### src/rtl/bcd_serial_subtractor.sv
// rtl/bcd_serial_subtractor.sv - digit-serial packed-BCD subtractor, A - B as magnitude plus sign
//
// Processes one decimal digit per clock, least significant digit first.
// ADD pass: A plus the nines complement of B, which yields an end-around carry (eac).
// FIX pass: eac=1 adds the end-around carry; eac=0 takes the nines complement.
//
// Ports:
//   clk    rising-edge clock
//   rst_n  synchronous active-low reset
//   start  operation request, sampled only while idle
//   a, b   packed-BCD minuend / subtrahend, digit 0 in bits [3:0]
//   busy   operation in progress
//   done   one-cycle completion pulse
//   diff   BCD magnitude |A - B|
//   neg    A < B (never set for a zero result)
//   err    a digit greater than 9 was seen in a or b at capture
module bcd_serial_subtractor #(
  parameter int DIGITS = 4
) (
  input  logic                clk,
  input  logic                rst_n,
  input  logic                start,
  input  logic [4*DIGITS-1:0] a,
  input  logic [4*DIGITS-1:0] b,
  output logic                busy,
  output logic                done,
  output logic [4*DIGITS-1:0] diff,
  output logic                neg,
  output logic                err
);

  localparam int W  = 4 * DIGITS;
  localparam int IW = (DIGITS > 1) ? $clog2(DIGITS) : 1;

  typedef enum logic [1:0] {
    S_IDLE = 2'd0,
    S_ADD  = 2'd1,
    S_FIX  = 2'd2,
    S_DONE = 2'd3
  } state_t;

  state_t state_q, state_d;

  logic [W-1:0]  a_q, b_q, s_q, diff_q;
  logic [IW-1:0] idx_q;
  logic          c_q, eac_q, done_q, neg_q, err_q;

  logic          operand_bad;
  logic          last_digit;
  logic [4:0]    add_sum, add_adj, fix_sum, fix_adj;
  logic [3:0]    add_digit, fix_digit;
  logic          add_carry, fix_carry;

  // Any non-decimal digit in either operand aborts the operation.
  always_comb begin
    operand_bad = 1'b0;
    for (int i = 0; i < DIGITS; i++) begin
      if ((a[4*i +: 4] > 4'd9) || (b[4*i +: 4] > 4'd9)) begin
        operand_bad = 1'b1;
      end
    end
  end

  assign last_digit = (idx_q == IW'(DIGITS - 1));

  // Operands and the partial result move through shift registers, so the
  // active digit is always in bits [3:0].
  always_comb begin
    add_sum   = {1'b0, a_q[3:0]} + {1'b0, 4'd9 - b_q[3:0]} + {4'd0, c_q};
    add_adj   = add_sum - 5'd10;
    add_carry = (add_sum > 5'd9);
    add_digit = add_carry ? add_adj[3:0] : add_sum[3:0];

    fix_sum   = {1'b0, s_q[3:0]} + {4'd0, c_q};
    fix_adj   = fix_sum - 5'd10;
    if (eac_q) begin
      fix_carry = (fix_sum > 5'd9);
      fix_digit = fix_carry ? fix_adj[3:0] : fix_sum[3:0];
    end else begin
      fix_carry = 1'b0;
      fix_digit = 4'd9 - s_q[3:0];
    end
  end

  // State register
  always_ff @(posedge clk) begin
    if (!rst_n) begin
      state_q <= S_IDLE;
    end else begin
      state_q <= state_d;
    end
  end

  // Next-state logic
  always_comb begin
    state_d = state_q;
    case (state_q)
      S_IDLE: begin
        if (start) begin
          state_d = operand_bad ? S_DONE : S_ADD;
        end
      end
      S_ADD:   if (last_digit) state_d = S_FIX;
      S_FIX:   if (last_digit) state_d = S_DONE;
      S_DONE:  state_d = S_IDLE;
      default: state_d = S_IDLE;
    endcase
  end

  // Output decode
  always_comb begin
    busy = (state_q != S_IDLE);
  end

  assign done = done_q;
  assign diff = diff_q;
  assign neg  = neg_q;
  assign err  = err_q;

  // Datapath
  always_ff @(posedge clk) begin
    if (!rst_n) begin
      a_q    <= '0;
      b_q    <= '0;
      s_q    <= '0;
      idx_q  <= '0;
      c_q    <= 1'b0;
      eac_q  <= 1'b0;
      done_q <= 1'b0;
      diff_q <= '0;
      neg_q  <= 1'b0;
      err_q  <= 1'b0;
    end else begin
      done_q <= 1'b0;
      case (state_q)
        S_IDLE: begin
          if (start) begin
            a_q   <= a;
            b_q   <= b;
            s_q   <= '0;
            idx_q <= '0;
            c_q   <= 1'b0;
            eac_q <= 1'b0;
            err_q <= operand_bad;
            if (operand_bad) begin
              diff_q <= '0;
              neg_q  <= 1'b0;
            end
          end
        end
        S_ADD: begin
          a_q <= a_q >> 4;
          b_q <= b_q >> 4;
          s_q <= (s_q >> 4) | (W'(add_digit) << (W - 4));
          if (last_digit) begin
            eac_q <= add_carry;
            c_q   <= 1'b1;  // seed for the end-around carry pass
            idx_q <= '0;
          end else begin
            c_q   <= add_carry;
            idx_q <= idx_q + IW'(1);
          end
        end
        S_FIX: begin
          s_q <= (s_q >> 4) | (W'(fix_digit) << (W - 4));
          c_q <= fix_carry;
          if (last_digit) begin
            idx_q <= '0;
          end else begin
            idx_q <= idx_q + IW'(1);
          end
        end
        S_DONE: begin
          done_q <= 1'b1;
          if (!err_q) begin
            diff_q <= s_q;
            // A zero result is always reported as positive.
            neg_q  <= ~eac_q & (s_q != '0);
          end
        end
        default: ;
      endcase
    end
  end

endmodule

### config.mk
export PLATFORM = sky130hd
export DESIGN_NAME = bcd_serial_subtractor
export DESIGN_NICKNAME = d
export VERILOG_FILES = /design/src/rtl/bcd_serial_subtractor.sv
export SDC_FILE = /design/constraint.sdc
export NUM_CORES = 1
export LEC_CHECK = 0
export CAP_MARGIN = 20
export CORE_ASPECT_RATIO = 1.2
export CORE_MARGIN = 2
export CORE_UTILIZATION = 45
export CTS_CLUSTER_DIAMETER = 60
export DETAILED_ROUTE_END_ITERATION = 8
export GPL_TIMING_DRIVEN = 0
export HOLD_SLACK_MARGIN = 0.12
export PLACE_DENSITY = 0.68
export REMOVE_ABC_BUFFERS = 1
export SKIP_CTS_REPAIR_TIMING = 1
export SLEW_MARGIN = 20
export SYNTH_ARGS = -nofsm -noshare
export SYNTH_HDL_FRONTEND = slang
export SYNTH_SLANG_ARGS = --single-unit
export TNS_END_PERCENT = 10
### constraint.sdc
create_clock -name clk -period 6.6 [get_ports clk]
set_input_delay 0.99 -clock clk [delete_from_list [all_inputs] [get_ports clk]]
set_output_delay 0.99 -clock clk [all_outputs]
set_load 0.01 [all_outputs]
==> out/qor.csv <==
stage,metric,value,unit
critical_path,critical path data required time,5610,ps
critical_path,Critical Path Source Type,flip-flop,
timing,RSZ-0062 raised after global routing,false,
yosys,Post-Syn Area per Cell,8.84,µm²
grt,total gr overflow,0,
yosys,Mapped Area,0.00373,mm²
timing,final hold vios,0,
yosys,"area leader, netlist",dfxtp_1,
placement,placed instance count,547,
critical_path,CP max stage delay,560,ps
pwr,power per cell area,406,mW/mm²
yosys,most common cell in the synthesized netlist,dfxtp_1,
finish,Final Net Count,515,
clock_tree,Max Buffers Root-to-Sink,2,
floorplanning,FP Rows,36,
placement,IO Port Bufs,54,
detailed_routing,WL/cell,14.4,µm
grt,first-pass GRT wire length,14.1,mm
floorplanning,core area,0.00811,mm²
clock_tree,Clock transition at path regs,80,ps
clock_tree,"Clk Latency, worst-skew pair",340,ps
floorplanning,Die Height,104,µm
clock_tree,htree depth,3,
floorplanning,I/O pins,55,
timing,Slew @ Worst Pin,830,ps
timing,fin. max-slew vios,0,
timing,Final setup viols,0,
detailed_routing,"wirelength, routed",8.09,mm
yosys,ys async rst share,0,%
critical_path,crit path capture type,output port,
placement,Detail Placement HPWL,5.97,mm
yosys,Post-synth EDFFs,0,
timing,crit path time final,2830,ps
floorplanning,Initial Utilization,46.0,%
yosys,synth top area cells,"dfxtp_1, mux2i_1, nor2_1",
timing,setup_tns,0,ps
detailed_routing,Vias,3115,
placement,gpl congestion,0.937,
timing,WHS,455,ps
worst_hold_path,Hold WC Path Type,flip-flop to flip-flop,
yosys,Seq cells post-synth,73,
detailed_routing,Detailed Routing Iterations Pass 1,4,
floorplanning,Die Area,0.00904,mm²
finish,Final Util,55.9,%
timing,Fmax,0.354,GHz
flow_run,max_cap viols,0,
finish,Finished Layout Cells,561,
detailed_routing,Iter 0 DRT Violations,124,
grt,initial antenna violation count,0,
grt,vias in the first global route,3103,
clock_tree,CTS buffer count,9,
critical_path,crit path kind,flip-flop to output port,
yosys,"Seq/Total Area, Yosys",39.2,%
status,outcome,"complete, no violations",
critical_path,worst path arrival time,1840,ps
clock_tree,CTS root buffer,clkbuf_8,
critical_path,CP Max Fanout,8,
floorplanning,Die Wd,87.1,µm
clock_tree,TritonCTS clock tree,done,
timing,fin crit share,42.9,%
yosys,synth warn,0,
finish,area grow syn2layout,21.6,%
grt,all-layer global routing usage,19.0,%
grt,largest net degree at the start of global routing,39,
timing,Layout Skew,8.84,ps
pwr,Static Leak,1.76,nW
critical_path,slowest CP cell,clkdlybuf4s50_1,
yosys,Yosys cell types,53,
critical_path,"Cell Chain, Critical Path",inv_1 -> ha_1 -> inv_2 -> clkdlybuf4s50_1,
yosys,Yosys top cell area share,39.2,%
pwr,worst vdd ir,0.184,mV
timing,worst rel slew slack,44.3,%
clock_tree,sinks on the clock net,73,
finish,layout cells sized above 1,6.65,%
detailed_routing,drc violations,0,
yosys,top_reg_cell synth,dfxtp_1,
detailed_routing,drt via density,5.55,
detailed_routing,Final ANT Viol Nets,0,
yosys,synth cell count leaders,"dfxtp_1, nor2_1, mux2i_1",
yosys,Cells after Synth,422,
finish,Ant. Diodes,0,
kinds of logic after synthesis:
group | count (synthesis) | share of synthesized area, %
xor gates and xnor gates | 4 | 1.34
and+or+nand+nor | 145 | 19.0
DFF | 73 | 39.2
AOI/OAI and AO/OA | 97 | 18.2
buffers and inverters | 43 | 4.59
muxes | 43 | 11.6
adders and majority gates | 17 | 6.10
through the flow:
stage,setup WS [ps],cell area (µm²),total power (W)
2_1_floorplan,2880,3620,0.00132
3_3_place_gp,1530,4280,0.00151
3_5_place_dp,3480,4390,0.00157
4_1_cts,3740,4540,0.00186
5_1_grt,3670,4540,0.00201
6_report,3770,4540,0.00184
sequential cells by signal, indices dropped and copies added (netlist names), 2 cells and up:
register / count
a_q: 16
b_q: 16
diff: 16
s_q: 16
idx_q: 2
state_q: 2
routing by layer:
metal / part of all wire, % / up-vias / GRT usage, %
met3: 3.6 / 9 / 3.59
met1: 44 / 1434 / 22.8
li1: - / 1598 / -
met2: 51 / 74 / 33.4
met5: 0 / - / 0
met4: 1.4 / 0 / 6.04
power by group:
group          switching (W)  internal (W)
Combinational       0.000542      0.000417
Sequential         0.0000626      0.000535
Clock               0.000155      0.000130
critical path, delay by kind of cell (launching register included):
kind,cells,cell delay [ps]
buffers and inverters,3,820
flip-flops,1,370
adder cells (fa/ha/maj),1,320
final timing paths:
check / start / endpoint / slack, ps / depth (start not counted)
worst max register to register: c_q / s_q[13] / 4090 / 10
worst min register to register: diff[2] / diff[2] / 450 / 2
worst max-delay path: state_q[0] / busy / 3770 / 4
worst min-delay path: diff[2] / diff[2] / 450 / 2
final cells by class:
cell class / count / area [µm²]
Clock buffer: 10 / 128
Sequential cell: 73 / 1460
Multi-Input combinational cell: 306 / 2130
Timing Repair Buffer: 58 / 619
Inverter: 15 / 56.3
Clock inverter: 4 / 22.5
Fill cell: 799 / 3570
Tap cell: 95 / 119
layout by cell type (no fill, tap or decap), types with 2 or more instances in the layout:
cell type / synthesis / routed
dfxtp_1: 73 / 73
nor2_1: 69 / 69
clkdlybuf4s50_1: 0 / 54
mux2i_1: 42 / 42
a22oi_1: 24 / 24
a211oi_1: 24 / 24
and2_1: 18 / 18
ha_1: 15 / 14
o21ai_1: 14 / 13
nand2_1: 12 / 12
inv_1: 12 / 11
a21oi_1: 9 / 9
nand3_1: 9 / 9
clkbuf_8: 0 / 9
o21ai_0: 6 / 6
nand4_1: 5 / 5
nor3_1: 5 / 5
and3_1: 5 / 5
nand3b_1: 5 / 5
inv_2: 3 / 4
nor4_1: 4 / 4
a211o_1: 3 / 3
clkinv_2: 0 / 3
nand2b_1: 2 / 2
or2_1: 2 / 2
o311ai_1: 3 / 2
nor2b_1: 2 / 2
fa_1: 2 / 2
buf_12: 0 / 2
No activity file was read; power rests on OpenSTA's default activity.
